**config.mk**
```make
export PLATFORM = sky130hd
export DESIGN_NAME = spike_step_scheduler
export DESIGN_NICKNAME = d
export VERILOG_FILES = /design/src/rtl/spike_sched_pkg.sv /design/src/rtl/sync_fifo.sv /design/src/rtl/spike_step_scheduler.sv
export SDC_FILE = /design/constraint.sdc
export NUM_CORES = 1
export LEC_CHECK = 0
export ABC_AREA = 1
export BUFFER_PORTS_ARGS = -buffer_cell sky130_fd_sc_hd__buf_2
export CORE_MARGIN = 2
export CORE_UTILIZATION = 58
export DETAILED_ROUTE_END_ITERATION = 8
export PLACE_DENSITY_LB_ADDON = 0.05
export REMOVE_ABC_BUFFERS = 1
export SLEW_MARGIN = 10
export SYNTH_ARGS = -nofsm -noshare
export SYNTH_HDL_FRONTEND = slang
export SYNTH_HIERARCHICAL = 1
export SYNTH_SLANG_ARGS = --single-unit
```
**constraint.sdc**
```tcl
create_clock -name neu_clk -period 7.6 [get_ports neu_clk]
set_clock_uncertainty 0.2 [all_clocks]
set_input_delay 2.28 -clock neu_clk [delete_from_list [all_inputs] [get_ports neu_clk]]
set_output_delay 2.28 -clock neu_clk [all_outputs]
set_load 0.01 [all_outputs]
```
**src/rtl/spike_sched_pkg.sv**
```systemverilog
// Shared types and default widths for the spike step scheduler.
package spike_sched_pkg;

  localparam int DEF_STEP_NUMBER   = 32;
  localparam int DEF_CLK_PER_STEP  = 64;
  localparam int DEF_INJECT_WINDOW = 32;
  localparam int DEF_PKT_WIDTH     = 32;
  localparam int DEF_STEP_W        = 8;
  localparam int DEF_FIFO_DEPTH    = 16;
  localparam int DEF_FIFO_AW       = 4;

  typedef enum logic [2:0] {
    ST_IDLE,
    ST_START,
    ST_INJECT,
    ST_WAIT,
    ST_DONE
  } state_e;

  // The time-step tag lives in the top STEP_W bits of a packet.
  function automatic logic [DEF_STEP_W-1:0] pkt_tag(input logic [DEF_PKT_WIDTH-1:0] pkt);
    return DEF_STEP_W'(pkt >> (DEF_PKT_WIDTH - DEF_STEP_W));
  endfunction

endpackage

```
**src/rtl/sync_fifo.sv**
```systemverilog
// Single-clock FIFO with a combinational head view so the consumer can
// inspect and pop the oldest entry in the same cycle.
module sync_fifo #(
  parameter int WIDTH = 32,
  parameter int DEPTH = 16,
  parameter int AW    = 4
) (
  input  logic             clk,
  input  logic             rst_n,
  input  logic             push,
  input  logic [WIDTH-1:0] push_data,
  input  logic             pop,
  output logic             full,
  output logic             empty,
  output logic [WIDTH-1:0] head
);

  logic [WIDTH-1:0] mem [DEPTH];
  logic [AW:0]      wr_ptr_q, wr_ptr_d;
  logic [AW:0]      rd_ptr_q, rd_ptr_d;

  // Extra pointer MSB distinguishes full from empty when the indices match.
  assign empty = (wr_ptr_q == rd_ptr_q);
  assign full  = (wr_ptr_q[AW] != rd_ptr_q[AW]) &&
                 (wr_ptr_q[AW-1:0] == rd_ptr_q[AW-1:0]);
  assign head  = mem[rd_ptr_q[AW-1:0]];

  always_comb begin
    wr_ptr_d = wr_ptr_q;
    rd_ptr_d = rd_ptr_q;
    if (push && !full)  wr_ptr_d = wr_ptr_q + 1'b1;
    if (pop  && !empty) rd_ptr_d = rd_ptr_q + 1'b1;
  end

  always_ff @(posedge clk or negedge rst_n) begin
    if (!rst_n) begin
      wr_ptr_q <= '0;
      rd_ptr_q <= '0;
    end else begin
      wr_ptr_q <= wr_ptr_d;
      rd_ptr_q <= rd_ptr_d;
    end
  end

  always_ff @(posedge clk) begin
    if (push && !full) mem[wr_ptr_q[AW-1:0]] <= push_data;
  end

endmodule

```
**src/rtl/spike_step_scheduler.sv**
```systemverilog
// Time-step sequencer for the neuromorphic mesh: emits per-step start pulses
// and injects queued host spike packets during the step named by their tag.
module spike_step_scheduler
  import spike_sched_pkg::*;
#(
  parameter int STEP_NUMBER   = DEF_STEP_NUMBER,
  parameter int CLK_PER_STEP  = DEF_CLK_PER_STEP,
  parameter int INJECT_WINDOW = DEF_INJECT_WINDOW,
  parameter int PKT_WIDTH     = DEF_PKT_WIDTH,
  parameter int STEP_W        = DEF_STEP_W,
  parameter int FIFO_DEPTH    = DEF_FIFO_DEPTH,
  parameter int FIFO_AW       = DEF_FIFO_AW
) (
  input  logic                 neu_clk,
  input  logic                 rst_n,
  input  logic                 run,
  input  logic [PKT_WIDTH-1:0] host_pkt,
  input  logic                 host_valid,
  output logic                 host_ready,
  output logic                 start,
  output logic [PKT_WIDTH-1:0] spike_packet,
  output logic                 write_req,
  input  logic                 receive_full,
  output logic [STEP_W-1:0]    step_idx,
  output logic                 busy,
  output logic                 done,
  output logic                 overrun,
  output logic                 late_drop
);

  localparam int                CW        = $clog2(CLK_PER_STEP);
  localparam logic [CW-1:0]     WIN_LAST  = CW'(INJECT_WINDOW);
  localparam logic [CW-1:0]     CNT_LAST  = CW'(CLK_PER_STEP - 1);
  localparam logic [STEP_W-1:0] STEP_LAST = STEP_W'(STEP_NUMBER - 1);

  state_e              state_q, state_d;
  logic [CW-1:0]       cycle_cnt_q, cycle_cnt_d;
  logic [STEP_W-1:0]   step_idx_q, step_idx_d;
  logic                run_prev_q, run_prev_d;
  logic                ready_en_q, ready_en_d;

  logic                fifo_full, fifo_empty, fifo_push, fifo_pop;
  logic [PKT_WIDTH-1:0] fifo_head;
  logic [STEP_W-1:0]   head_tag;
  logic                tag_hit;

  sync_fifo #(
    .WIDTH (PKT_WIDTH),
    .DEPTH (FIFO_DEPTH),
    .AW    (FIFO_AW)
  ) u_fifo (
    .clk       (neu_clk),
    .rst_n     (rst_n),
    .push      (fifo_push),
    .push_data (host_pkt),
    .pop       (fifo_pop),
    .full      (fifo_full),
    .empty     (fifo_empty),
    .head      (fifo_head)
  );

  generate
    if (PKT_WIDTH == DEF_PKT_WIDTH && STEP_W == DEF_STEP_W) begin : g_tag_pkg
      assign head_tag = pkt_tag(fifo_head);
    end else begin : g_tag_slice
      assign head_tag = fifo_head[PKT_WIDTH-1 -: STEP_W];
    end
  endgenerate

  always_comb begin
    state_d     = state_q;
    cycle_cnt_d = cycle_cnt_q;
    step_idx_d  = step_idx_q;
    run_prev_d  = run;
    ready_en_d  = 1'b1;
    unique case (state_q)
      ST_IDLE: begin
        if (run && !run_prev_q) state_d = ST_START;
      end
      ST_START: begin
        cycle_cnt_d = CW'(1);
        state_d     = ST_INJECT;
      end
      ST_INJECT: begin
        cycle_cnt_d = cycle_cnt_q + 1'b1;
        if (cycle_cnt_q == WIN_LAST) state_d = ST_WAIT;
      end
      ST_WAIT: begin
        if (cycle_cnt_q == CNT_LAST) begin
          cycle_cnt_d = '0;
          if (step_idx_q == STEP_LAST) begin
            state_d = ST_DONE;
          end else begin
            step_idx_d = step_idx_q + 1'b1;
            state_d    = ST_START;
          end
        end else begin
          cycle_cnt_d = cycle_cnt_q + 1'b1;
        end
      end
      ST_DONE: begin
        if (!run) begin
          state_d    = ST_IDLE;
          step_idx_d = '0;
        end
      end
      default: state_d = ST_IDLE;
    endcase
  end

  // Injection decisions depend only on registered state, the FIFO head and receive_full.
  always_comb begin
    tag_hit      = !fifo_empty && (head_tag == step_idx_q);
    write_req    = (state_q == ST_INJECT) && tag_hit && !receive_full;
    late_drop    = ((state_q == ST_INJECT) || (state_q == ST_WAIT)) &&
                   !fifo_empty && (head_tag < step_idx_q);
    overrun      = (state_q == ST_INJECT) && (cycle_cnt_q == WIN_LAST) &&
                   tag_hit && receive_full;
    spike_packet = write_req ? fifo_head : '0;
  end

  assign start      = (state_q == ST_START);
  assign busy       = (state_q == ST_START) || (state_q == ST_INJECT) || (state_q == ST_WAIT);
  assign done       = (state_q == ST_DONE);
  assign step_idx   = step_idx_q;
  assign host_ready = ready_en_q && !fifo_full;
  assign fifo_push  = host_valid && host_ready;
  assign fifo_pop   = write_req || late_drop;

  // run_prev resets high so a run level held across reset is not taken as a new edge.
  always_ff @(posedge neu_clk or negedge rst_n) begin
    if (!rst_n) begin
      state_q     <= ST_IDLE;
      cycle_cnt_q <= '0;
      step_idx_q  <= '0;
      run_prev_q  <= 1'b1;
      ready_en_q  <= 1'b0;
    end else begin
      state_q     <= state_d;
      cycle_cnt_q <= cycle_cnt_d;
      step_idx_q  <= step_idx_d;
      run_prev_q  <= run_prev_d;
      ready_en_q  <= ready_en_d;
    end
  end

endmodule

```
; ---- Word level (Yosys, flattened, before mapping)
; Memories as Yosys holds them, arrays and structs flattened.
; Index checks and enable logic that the tools add are counted.
[word_totals]
latch_bits = 0
out_inout_bits = 47
wordCells = 71
romBits = 0
reg_bits = 29
ram_bits = 512
memories = 1
in_bits = 37
[classes]
shifts = 0
div = 0
magnitude_cmp = 1
bitwise_logic = 0
multipliers = 0
n_eq_ne = 16
reduce_logical = 27
mux = 15
n_addsub = 4
[mem_list]
columns = name, depth, word_bits, rd, rd_clocked_by_memory_dff, wr, line_no
row1 = u_fifo.mem, 16, 32, 1, 0, 1, sync_fifo.sv:18  ; logic [WIDTH-1:0] mem [DEPTH];
[ops]
columns = operator, count
row1 = 32-bit 2-to-1 mux, 1
row2 = 8-bit 2-to-1 mux, 3
row3 = 6-bit case mux with 3 select lines, 1
row4 = 8-bit case mux with 2 select lines, 1
row5 = 3-bit 2-to-1 mux, 5
row6 = 3-bit case mux with 5 select lines, 1
row7 = 1-bit logical AND, 14
row8 = 6-bit equality test (second input constant), 2
row9 = 5-bit by 1-bit adder with 5-bit output (second input constant), 2
row10 = 8-bit by 1-bit adder with 8-bit output (second input constant), 1
row11 = 8-bit by 5-bit equality test with 1-bit output (second input constant), 1
row12 = 8-bit equality test, 1
row13 = 8-bit less-than comparator, 1
row14 = 2-bit inequality test (second input constant), 4
row15 = 4-bit AND reduction, 2
row16 = 6-bit by 1-bit adder with 6-bit output (second input constant), 1
row17 = 3-bit by 2-bit equality test with 1-bit output (second input constant), 2
row18 = 6-bit 2-to-1 mux, 1
row19 = 5-bit equality test, 1
row20 = 4-bit equality test, 1
row21 = 1-bit zero test, 4
row22 = 1-bit logical OR, 4
row23 = 3-bit by 1-bit equality test with 1-bit output (second input constant), 1
row24 = 3-bit equality test (second input constant), 1
row25 = 6 further kinds, 7

; ---- Logic depth before layout (Yosys ltp)
; Gate-level depths: netlist of run 1.
[logic_depth]
ltp_word = 8
depth_mapped = 24
ltp_nobuf = 19

; ---- Modules after synthesis
; The synthesis of run 1 kept the hierarchy.
[modules_own_cells]
columns = mod, seq_area_each_um2, instances, cells_each, area_each_um2
row1 = sync_fifo, 15625.0, 1, 1861, 21323.0
row2 = spike_step_scheduler, 476.7, 1, 267, 1895.6

; ---- Least setup slack after synthesis of run 1
; No wires, ideal clock.
[synth_timing]
path_type = input-to-output
start = in receive_full
end = out spike_packet[10]
t_required_ns = 5.120
arrival_ns = 2.725
n_path_buf = 1
cell_stages = 4
path_slack_ns = 2.395
path_cell_list = inv_1 -> nand2_4 -> buf_12 -> nor2_4
[synth_via]
elab_chain_len = 3
[synth_lines]
columns = item, line_no
row1 = start: declaration, spike_step_scheduler.sv:23  ; input logic receive_full,
row2 = 1-bit zero test, spike_step_scheduler.sv:114  ; write_req = (state_q == ST_INJECT) && tag_hit && !receive_full;
row3 = 1-bit logical AND, spike_step_scheduler.sv:114
row4 = 32-bit 2-to-1 mux, spike_step_scheduler.sv:119  ; spike_packet = write_req ? fifo_head : '0;
row5 = end: declaration, spike_step_scheduler.sv:21  ; output logic [PKT_WIDTH-1:0] spike_packet,
; No other way between the ends.

; ---- Final worst setup path of run 1
[layout_timing]
start = reg u_fifo.rd_ptr_q[1]
end = out spike_packet[2]
[layout_via]
elab_chain_len = 6
elab_cells_between_ends = 8
classes_between = eq/ne: 2 / mux: 1 / reduce/logical: 4 / memory: 1
[layout_lines]
columns = item, line_no
row1 = start: declaration, sync_fifo.sv:20  ; logic [AW:0] rd_ptr_q, rd_ptr_d;
row2 = start signal: assignment, sync_fifo.sv:41  ; rd_ptr_q <= rd_ptr_d;
row3 = memory 16 x 32 bit, -
row4 = via fifo_head[31], spike_step_scheduler.sv:43  ; logic [PKT_WIDTH-1:0] fifo_head;
row5 = 8-bit equality test, spike_step_scheduler.sv:113  ; tag_hit = !fifo_empty && (head_tag == step_idx_q);
row6 = 1-bit logical AND, spike_step_scheduler.sv:113
row7 = 1-bit logical AND (2 in a row), spike_step_scheduler.sv:114
row8 = 32-bit 2-to-1 mux, spike_step_scheduler.sv:119
; The timed path passes the listed nets, and every way through them passes these cells.

==> results of run 1 <==
==> how the worst min path moves through the flow <==
stage	endpoint	start	slack (ns)	cells past startpoint
3_5_place_dp	u_fifo/wr_ptr_q[4]	u_fifo/wr_ptr_q[4]	0.31	2
3_3_place_gp	u_fifo/wr_ptr_q[4]	u_fifo/wr_ptr_q[4]	0.31	2
4_1_cts	u_fifo/wr_ptr_q[4]	u_fifo/wr_ptr_q[4]	0.33	2
6_report	u_fifo/wr_ptr_q[4]	u_fifo/wr_ptr_q[4]	0.34	2
2_1_floorplan	u_fifo/wr_ptr_q[4]	u_fifo/wr_ptr_q[4]	0.28	2
5_1_grt	u_fifo/rd_ptr_q[4]	u_fifo/rd_ptr_q[4]	0.36	2
==> state kept, by name, summed over array words and instances (netlist names) <==
| signal | flops |
|---|---|
| step_idx | 8 |
| ready_en_q | 1 |
| run_prev_q | 1 |
| u_fifo/wr_ptr_q | 5 |
| u_fifo/mem | 512 |
| state_q | 3 |
| cycle_cnt_q | 6 |
| u_fifo/rd_ptr_q | 5 |
==> power by group <==
group          internal (mW)  switching [mW]
Combinational          0.727            1.85
Sequential              3.42          0.0847
Clock                   1.42            1.09
Total                   5.57            3.02
==> final cells by class <==
cell class	count	share of cell area
repair buffers	111	0.02480
flip-flops and latches	541	0.6261
multi-input cells	1367	0.2417
diodes	1	0.00009725
inverters	115	0.01702
well taps	525	0.02553
clock buffers	70	0.05684
clock inverters	29	0.007877
==> critical path, cell delays in order (launching register included) <==
cell and delay [ns]:
dfrtp_4 0.74, buf_4 0.79, nor2_1 0.11, o21ai_0 0.11
nand3_1 0.11, nand3_1 0.12, nand2_1 0.11, ha_1 0.33
nand4_1 0.17, nor3_4 0.26, nand2_4 0.58, nor2_1 0.25
buf_2 0.16
==> placed cells by master, fill, tap and decap left out, types with 3 or more instances in the layout <==
cell,count
xnor2_1,4
xor2_1,6
nand2_2,8
nor2_1,385
clkbuf_1,12
nor2_2,3
a21oi_1,5
buf_4,27
nor2_4,45
clkinv_2,11
edfxtp_1,512
clkinv_1,16
clkbuf_16,55
buf_2,83
dfrtp_1,25
o21ai_1,19
ha_1,16
clkbuf_8,3
o21ai_0,214
nand3_1,123
inv_1,104
nand2_4,3
inv_2,7
nand2_1,523
==> metal layers <==
metal | track usage | vias to the layer above | wire length (um)
li1 | - | 7267 | -
met3 | 0.03970 | 84 | 3810
met2 | 0.4414 | 502 | 25950
met1 | 0.3649 | 7306 | 23010
met4 | 0.08540 | 4 | 1432
met5 | 0 | - | 21
==> logic make-up after synthesis <==
kind of cell,share of synthesized area
AOI/OAI and AO/OA,0.05216
DFF,0.6935
adders and majority gates,0.008622
and+or+nand+nor,0.1991
xor gates and xnor gates,0.003772
other,0.0001615
buffers and inverters,0.04273
==> through the flow <==
step / setup TNS (ns) / instances / hold slack [ns] / total power, mW / worst slack [ns]
global route: 0 / 2759 / 0.3594 / 9.083 / 0.1972
floorplan: -1023.78 / 2023 / 0.2828 / 5.418 / -4.475
CTS: 0 / 2758 / 0.3348 / 8.639 / 0.5371
finish: 0 / 2759 / 0.3377 / 8.584 / 0.5910
global placement: 0 / 2659 / 0.3140 / 6.108 / 1.309
detailed placement: 0 / 2659 / 0.3094 / 6.140 / 1.234
==> results.json, run 1 <==
{
  "run_status": "completed",
  "synth_edf_count": 512,
  "synthDominantAreaCellType": "edfxtp_1",
  "floorplan.core_area_um2": 39640,
  "setup_viol_count_final": 0,
  "yosys.area.top_type_share": 0.6622,
  "design.die.area_um2": 41650,
  "drt_wl_total_um": 54220,
  "numCtsBuffers": 55,
  "grt_first_pass_wirelength_um": 82950,
  "place.port_buffers": 83,
  "initial_util": 0.5857,
  "setup.worst_path.end": "spike_packet[2]",
  "flow.area_growth_from_synthesis_pct": 10.82,
  "ys_warn_count": 6,
  "wire_per_inst_um": 19.65,
  "fp.dieW_um": 204.1,
  "grt_use_total": 0.2660,
  "insertion_delay_ns": 0.60,
  "cts_tree": "done",
  "ff_to_ff_end": "u_fifo/mem[0][26]",
  "grt_antenna_before_repair": 3,
  "relSlewSlack": 0.06003,
  "timing.final.crit_share": 0.9222,
  "worst_slew_pin_slew_ns": 1.410,
  "die_h_um": 204.1,
  "num-nets-final": 2244,
  "power_density_nw_per_um2": 333.6,
  "r2r_cells": 10,
  "placer_s_final_routability_congestion_estimate": 0.7949,
  "arrival_ns": 4.53,
  "drv.max_cap_violation_count": 0,
  "postCtsSetupRepairBufs": 0,
  "syn_area_per_cell_um2": 10.91,
  "hold_violations": 0,
  "post_route_cells_drive_above_1_share": 0.1164,
  "cp.required_ns": 5.12,
  "leak_nw": 9.844,
  "yosys.cell_count.top_type": "nand2_1",
  "seq_area_frac_synth": 0.6935,
  "timing.critical_path.fanout_max": 77,
  "yosys.cell_types.count": 36,
  "timing.reg2reg.setup_slack_ns": 2.65,
  "slew_viol_final": 0,
  "viasPerCell": 5.496,
  "synthFlopType": "edfxtp_1",
  "final_period_minus_worst_setup_slack_ns": 7.009,
  "yosys_register_bits": 541,
  "dp_hpwl_um": 26910,
  "filler_cell_count": 3099,
  "timing.critical_path.from_type": "register",
  "post-route-cell-area_um2": 25730,
  "post_cts_resized": 0,
  "placed_cell_area_um2": 24060,
  "max_clock_freq_mhz": 142.7,
  "detailedRoute.firstPassIterationCount": 5,
  "root_buffer": "clkbuf_16",
  "remaining_global_route_overflow": 0,
  "htree_levels": 2,
  "hold_path.class": "register to register",
  "post_synth_inst_count": 2128,
  "detailroute.via_count": 15160,
  "setup.worst_path.start": "u_fifo/rd_ptr_q[1]",
  "post-route-util": 0.6491,
  "synth.top_cells.by_area": "edfxtp_1 66%, nand2_1 8.5%, nor2_1 6.3%, o21ai_0 4.6%, dfrtp_1 3.0%",
  "number_of_hold_buffers_added_after_cts": 0,
  "grt_start_max_net_pins": 261,
  "clock_sinks": 541,
  "multi_input_comb_area_um2": 6220,
  "critPathKind": "register to output port",
  "peakVddDrop_mv": 0.4057,
  "grt_pass1_vias": 14280,
  "rows": 73,
  "ant_nets": 0,
  "netlist_top_cells_count": "523 x nand2_1, 512 x edfxtp_1, 391 x nor2_1, 214 x o21ai_0, 123 x nand3_1",
  "detail_route.drc_violations": 0,
  "boundaryPins": 84,
  "worstSetupEndpointType": "output port",
  "rr_startpoint": "u_fifo/rd_ptr_q[1]",
  "clock_tree.buffer_depth": 3,
  "sequential_cell_area_in_the_final_layout_um2": 16110,
  "synth_async_sr_flop_share": 0.05360,
  "grt_setup_unrepaired": "false",
  "syn-cell-area_um2": 23220,
  "initialDrtViolationCount": 1282,
  "clkTransAtPathRegs_ns": 0.06
}
(Power assumes the default switching activity.)
==> inputs of run 2 (changes only) <==
--- a/config.mk
+++ b/config.mk
@@ -11,7 +11,6 @@
 export CORE_UTILIZATION = 58
 export DETAILED_ROUTE_END_ITERATION = 8
 export PLACE_DENSITY_LB_ADDON = 0.05
-export REMOVE_ABC_BUFFERS = 1
 export SLEW_MARGIN = 10
 export SYNTH_ARGS = -nofsm -noshare
 export SYNTH_HDL_FRONTEND = slang
==> run 2 against run 1 <==
Net effect: critical path depth increased by 4; sequential share of layout area hardly changed; combinational power barely moved; sequential power is essentially flat; via count grew 1.4%; register-to-register slack got worse by 0.17 ns; clock power is essentially flat; largest cell class unchanged; maximum frequency rose by 1.1%.
==> results.json, run 2 (same netlist as run 1, synthesis figures left out) <==
{
  "viasPerCell": 5.563,
  "root_buffer": "clkbuf_16",
  "detail_route.drc_violations": 0,
  "arrival_ns": 4.45,
  "critical-path-top-cell-by-count": "nand2_1",
  "flow.area_growth_from_synthesis_pct": 10.90,
  "timing.critical_path.fanout_max": 55,
  "design.die.area_um2": 41650,
  "leak_nw": 9.850,
  "syn_nets": 2181,
  "fp.dieW_um": 204.1,
  "max_ffs_per_register": 512,
  "clockPowerShare": 0.291,
  "drt_wl_total_um": 55180,
  "layoutNonFillerInstCount": 2763,
  "worstPathCellList": "clkinv_2 -> buf_4 -> nor2_1 -> o21ai_1 -> nand2_1 -> nand2_1 -> nand2_1 -> inv_1 -> nand2_1 -> ha_1 -> nand4_1 -> nor3_4 -> nand2_4 -> buf_4 -> nor2_1 -> buf_2",
  "met3RoutedLength_um": 3865,
  "run_status": "completed",
  "worstSetupEndpointType": "output port",
  "slew_viol_final": 0,
  "place.port_buffers": 83,
  "timing.final.crit_share": 0.9124,
  "rr_startpoint": "u_fifo/rd_ptr_q[1]",
  "cp.required_ns": 5.12,
  "initialDrtViolationCount": 1409,
  "grt_pass1_vias": 14810,
  "remaining_global_route_overflow": 0,
  "initial_util": 0.5857,
  "wire_per_inst_um": 19.97,
  "path_buf_inv": 5,
  "relSlewSlack": 0.1991,
  "max_clock_freq_mhz": 144.2,
  "dp_hpwl_um": 29640,
  "insertion_delay_ns": 0.60,
  "numCtsBuffers": 56,
  "preCtsSetupSlack_ns": 1.261,
  "critPathKind": "register to output port",
  "final_period_minus_worst_setup_slack_ns": 6.935,
  "p_switching_mw": 3.035,
  "detailroute.wirelength.met2_um": 26340,
  "grt_start_max_net_pins": 183,
  "dp.cells": 2664,
  "post_cts_resized": 0,
  "power.share.combinational": 0.299,
  "worst-path-stages": 16,
  "grt_use_total": 0.2705,
  "number_of_hold_buffers_added_after_cts": 0,
  "worst_path_max_delay_cell": "dfrtp_4",
  "finalWorstSetupSlack_ns": 0.6655,
  "postCtsSetupRepairBufs": 0,
  "htree_levels": 2,
  "die_h_um": 204.1,
  "cell_internal_pwr_mw": 5.549,
  "detailedRoute.firstPassIterationCount": 5,
  "cpPeakStageDelay_ns": 0.70,
  "routed.top_layer": "met5",
  "detailroute.via_count": 15370,
  "placer_s_final_routability_congestion_estimate": 0.8551,
  "sequentialPowerShare": 0.410,
  "hold_slack_ns": 0.3263,
  "power_density_nw_per_um2": 333.3,
  "post_route_cells_drive_above_1_share": 0.1163,
  "grt_first_pass_wirelength_um": 84860,
  "r2r_cells": 12,
  "clock_tree.buffer_depth": 3,
  "timing.reg2reg.setup_slack_ns": 2.48,
  "clkTransAtPathRegs_ns": 0.06,
  "hold_path.class": "register to register",
  "grt_setup_unrepaired": "false",
  "setup_viol_count_final": 0,
  "hold_path_startpoint": "u_fifo/wr_ptr_q[4]",
  "grt_antenna_before_repair": 3,
  "num-nets-final": 2250,
  "setup.worst_path.end": "spike_packet[0]",
  "hold_violations": 0,
  "drv.max_cap_violation_count": 0,
  "timing.critical_path.from_type": "register",
  "setup_tns_ns": 0,
  "floorplan.core_area_um2": 39640,
  "worst_path_dominant_cell_family": "simple AND/OR/NAND/NOR gates",
  "ant_nets": 0,
  "met1Wirelength_um": 23310,
  "mostFrequentLayoutCell": "nand2_1",
  "worst_slew_pin_slew_ns": 1.199,
  "clock_sinks": 541,
  "switching_part_of_the_total": 0.3536,
  "boundaryPins": 84,
  "rows": 73,
  "setup.worst_path.start": "u_fifo/rd_ptr_q[1]",
  "peakVddDrop_mv": 0.2822,
  "ff_to_ff_end": "u_fifo/mem[7][16]",
  "layout.cells.most_common_list": "523 x nand2_1, 512 x edfxtp_1, 385 x nor2_1, 214 x o21ai_0, 123 x nand3_1",
  "cts_tree": "done"
}
## run 2: changes by cell type in the layout (fill, tap and decap cells not counted), sizes merged
cell / delta
clkinv: -9
inv: +3
clkinvlp: +2
buf: +5
diode: +1
bufinv: -1
clkbuf: +3
## run 2: routing by layer
metal,track usage,up-vias
met5,0,-
met4,0.09601,2
met3,0.04321,117
met2,0.4472,539
met1,0.3669,7414
li1,-,7298
## run 2: how the worst min path moves through the flow
| stage | to | slack, ns | depth (start not counted) |
|---|---|---|---|
| 6_report | u_fifo/wr_ptr_q[4] | 0.33 | 2 |
| 5_1_grt | u_fifo/wr_ptr_q[4] | 0.36 | 2 |
| 4_1_cts | u_fifo/wr_ptr_q[4] | 0.33 | 2 |
| 3_5_place_dp | u_fifo/wr_ptr_q[4] | 0.32 | 2 |
| 3_3_place_gp | u_fifo/wr_ptr_q[4] | 0.31 | 2 |
| 2_1_floorplan | u_fifo/wr_ptr_q[4] | 0.28 | 2 |
## run 2: final cells by class
type | instances | area (um^2)
repair buffers | 116 | 675.6
flip-flops and latches | 541 | 16110
fillers | 3131 | 13890
clock inverters | 24 | 157.7
clock buffers | 73 | 1486
multi-input cells | 1367 | 6220
inverters | 115 | 437.9
well taps | 525 | 656.9
diodes | 2 | 5.005
## run 2: per-stage QoR
step / util / total power [mW] / instance area, um^2
after floorplan: - / 5.452 / 23220
after global placement: 0.6080 / 6.089 / 24100
after detailed placement: 0.6080 / 6.130 / 24100
after CTS: 0.6495 / 8.627 / 25740
after global routing: 0.6495 / 9.079 / 25740
final: 0.6496 / 8.584 / 25750
## run 2: power by group through the flow
| stage | clock (mW) | sequential [mW] | combinational [mW] |
|---|---|---|---|
| CTS | 2.54 | 3.52 | 2.57 |
| floorplan | 0 | 3.52 | 1.93 |
| finish | 2.50 | 3.52 | 2.57 |
| detailed placement | 0 | 3.58 | 2.55 |
| global route | 2.65 | 3.53 | 2.89 |
| global placement | 0 | 3.57 | 2.51 |
## run 2: worst reg2reg max path, delay by kind of cell (launching register included)
kind / cells / cell delay (ns)
buffers and inverters: 4 / 1.41
AND/OR/NAND/NOR: 8 / 2.41
flip-flops: 1 / 0.78
==> inputs of run 3 (changes only) <==
--- a/config.mk
+++ b/config.mk
@@ -5,7 +5,6 @@
 export SDC_FILE = /design/constraint.sdc
 export NUM_CORES = 1
 export LEC_CHECK = 0
-export ABC_AREA = 1
 export BUFFER_PORTS_ARGS = -buffer_cell sky130_fd_sc_hd__buf_2
 export CORE_MARGIN = 2
 export CORE_UTILIZATION = 58
==> constraint.sdc (replaced) <==
create_clock -name neu_clk -period 8.93 [get_ports neu_clk]
set_clock_uncertainty 0.2 [all_clocks]
set_input_delay 2.679 -clock neu_clk [delete_from_list [all_inputs] [get_ports neu_clk]]
set_output_delay 2.679 -clock neu_clk [all_outputs]
set_load 0.01 [all_outputs]
==> run 3 against run 2 <==
Net effect: sequential share of layout area is 4.6 points higher; via count is 32% lower; critical path depth fell by 6; largest power group unchanged.
==> results.json, run 3 <==
{
  "yosys.cell_types.count": 66,
  "place.port_buffers": 83,
  "timing.critical_path.fanout_max": 33,
  "filler_cell_count": 2431,
  "post_route_cells_drive_above_1_share": 0.2927,
  "power_density_nw_per_um2": 297.3,
  "ys_warn_count": 6,
  "synth_top_family_by_area": "multiplexers",
  "clock_tree.buffer_depth": 3,
  "critPathKind": "register to output port",
  "placer_s_final_routability_congestion_estimate": 0.7821,
  "timing.final.crit_share": 0.8809,
  "synth-compound-area-share": 0.03365,
  "yosys_register_bits": 541,
  "grt_use_total": 0.2364,
  "r2r_cells": 11,
  "numCtsBuffers": 54,
  "die_h_um": 196.2,
  "synth_async_sr_flop_share": 0.05360,
  "netlist_top_cells_count": "512 x edfxtp_1, 126 x mux4_2, 67 x o22ai_1, 50 x nor2_1, 32 x and2_1",
  "hold_path.class": "register to register",
  "synth.top_cells.by_area": "edfxtp_1 72%, mux4_2 13%, dfrtp_1 3.3%, o22ai_1 2.0%, and2_1 0.93%",
  "post_cts_resized": 0,
  "grt_setup_unrepaired": "false",
  "timing.hold.worst_path_depth": 1,
  "syn-cell-area_um2": 21410,
  "detail_route.drc_violations": 0,
  "boundaryPins": 84,
  "grt_first_pass_wirelength_um": 65920,
  "timing.critical_path.from_type": "register",
  "wire_per_inst_um": 26.70,
  "clkTransAtPathRegs_ns": 0.06,
  "post_synth_fa_ha_maj_area_fraction": 0.009349,
  "layout.cells.most_common_list": "512 x edfxtp_1, 126 x mux4_2, 83 x buf_2, 67 x o22ai_1, 55 x clkbuf_16",
  "viasPerCell": 6.275,
  "count_of_antenna_diodes_in_the_layout": 0,
  "synthMuxAreaShare": 0.1380,
  "worstPathCellList": "buf_4 -> mux4_2 -> o22ai_1 -> nor2_1 -> ha_1 -> nand4_1 -> or4_4 -> nor2_4 -> and2_1 -> buf_2",
  "leak_nw": 7.888,
  "fp.dieW_um": 196.2,
  "initialDrtViolationCount": 982,
  "num-nets-final": 1203,
  "setup_tns_ns": 0,
  "insertion_delay_ns": 0.59,
  "mostFrequentLayoutCell": "edfxtp_1",
  "root_buffer": "clkbuf_16",
  "post_synth_inst_count": 1047,
  "max_clock_freq_mhz": 127.1,
  "slew_viol_final": 0,
  "floorplan.core_area_um2": 36520,
  "initial_util": 0.5863,
  "syn_nets": 1100,
  "htree_levels": 2,
  "max_ffs_per_register": 512,
  "cp.required_ns": 6.05,
  "cpPeakStageDelay_ns": 0.85,
  "grt_antenna_before_repair": 3,
  "rows": 70,
  "synth_edf_count": 512,
  "post_synth_and_or_nand_nor_area_fraction": 0.04008,
  "grt_pass1_vias": 10650,
  "final_period_minus_worst_setup_slack_ns": 7.866,
  "worst_slew_pin_slew_ns": 1.131,
  "p_total_mw": 7.133,
  "drv.max_cap_violation_count": 0,
  "synthDominantAreaCellType": "edfxtp_1",
  "flow.area_growth_from_synthesis_pct": 12.04,
  "hold_violations": 0,
  "post_synth_xor_area_fraction": 0.006778,
  "remaining_global_route_overflow": 0,
  "postCtsSetupRepairBufs": 0,
  "setup_viol_count_final": 0,
  "detailroute.via_count": 10400,
  "ant_nets": 0,
  "yosys.cell_count.top_type": "edfxtp_1",
  "relSlewSlack": 0.2419,
  "run_status": "completed",
  "syn_area_per_cell_um2": 20.45,
  "design.die.area_um2": 38470,
  "worstSetupEndpointType": "output port",
  "detailedRoute.firstPassIterationCount": 5,
  "yosys.area.top_type_share": 0.7180,
  "peakVddDrop_mv": 0.2270,
  "seq_area_frac_synth": 0.7519,
  "number_of_hold_buffers_added_after_cts": 0,
  "clock_sinks": 541,
  "dp_hpwl_um": 22770,
  "synthFlopType": "edfxtp_1",
  "arrival_ns": 4.99,
  "worst_path_max_delay_cell": "dfrtp_4",
  "drt_wl_total_um": 44230,
  "cts_tree": "done",
  "grt_start_max_net_pins": 47
}
==> run 3: changes by cell type after synthesis, moves of 16 or more <==
cell and change:
and2_1 +32, buf_1 -16, clkbuf_1 -24, inv_1 -90
mux4_2 +126, nand2_1 -507, nand3_1 -118, nor2_1 -341
nor2_4 -29, o21ai_0 -211, o21ai_1 -18, o22ai_1 +65
==> run 3: per-stage QoR <==
step | cells | hold slack (ns) | area, um^2 | util | setup slack, ns
5_1_grt | 1657 | 0.4213 | 23990 | 0.6569 | 0.6805
2_1_floorplan | 1047 | 0.3391 | 21410 | - | 1.782
3_5_place_dp | 1562 | 0.3811 | 22340 | 0.6117 | 1.539
6_report | 1657 | 0.3815 | 23990 | 0.6569 | 1.064
3_3_place_gp | 1562 | 0.3544 | 22340 | 0.6117 | 1.608
4_1_cts | 1657 | 0.3925 | 23990 | 0.6569 | 0.8950
==> run 3: cells by family (layout without fill, tap and decap cells) <==
logic type	Yosys count	in the layout
other	1	1
AOI/OAI and AO/OA	105	105
DFF	541	541
muxes	134	134
adders and majority gates	16	16
xor gates and xnor gates	14	14
and+or+nand+nor	159	159
buffers and inverters	77	219
==> run 3: final timing paths <==
check,from,endpoint,slack [ns]
max reg2reg,u_fifo/rd_ptr_q[0],u_fifo/mem[3][22],3.65
min reg2reg,step_idx[0],step_idx[0],0.38
min in group asynchronous,rst_n,u_fifo/rd_ptr_q[4],1.94
min,step_idx[0],step_idx[0],0.38
max,u_fifo/rd_ptr_q[0],spike_packet[4],1.06
max in group asynchronous,rst_n,u_fifo/rd_ptr_q[2],6.06
==> run 3: power by group <==
part / switching (mW) / internal (mW) / leakage, nW / total (mW)
clock network: 0.904 / 1.24 / 0.812 / 2.14
registers: 0.234 / 2.96 / 4.93 / 3.19
logic: 0.960 / 0.842 / 2.14 / 1.80
total: 2.10 / 5.04 / 7.89 / 7.13
==> run 3: critical path: cells and delay by family (launching register included) <==
family          cells  cell delay (ns)
compound gates      1             0.16
fa+ha+maj           1             0.34
buf+inv             2             0.61
flops               1             0.85
mux                 1             0.55
simple gates        5             1.81
==> run 3: layout make-up <==
cell class                      count  area, um^2  area share
Timing Repair Buffer              106       588.1     0.02451
Tap cell                          468       585.6     0.02441
Inverter                           18       67.56    0.002816
Clock buffer                       70        1433     0.05971
Clock inverter                     25       220.2    0.009178
Sequential cell                   541       16110      0.6716
Multi-Input combinational cell    429        4986      0.2078
==> run 3: metal layers <==
| layer | GRT usage | wire length, um |
|---|---|---|
| met1 | 0.3264 | 18440 |
| met4 | 0.05556 | 802 |
| met2 | 0.3975 | 22510 |
| met5 | 0 | 37 |
| met3 | 0.04573 | 2447 |
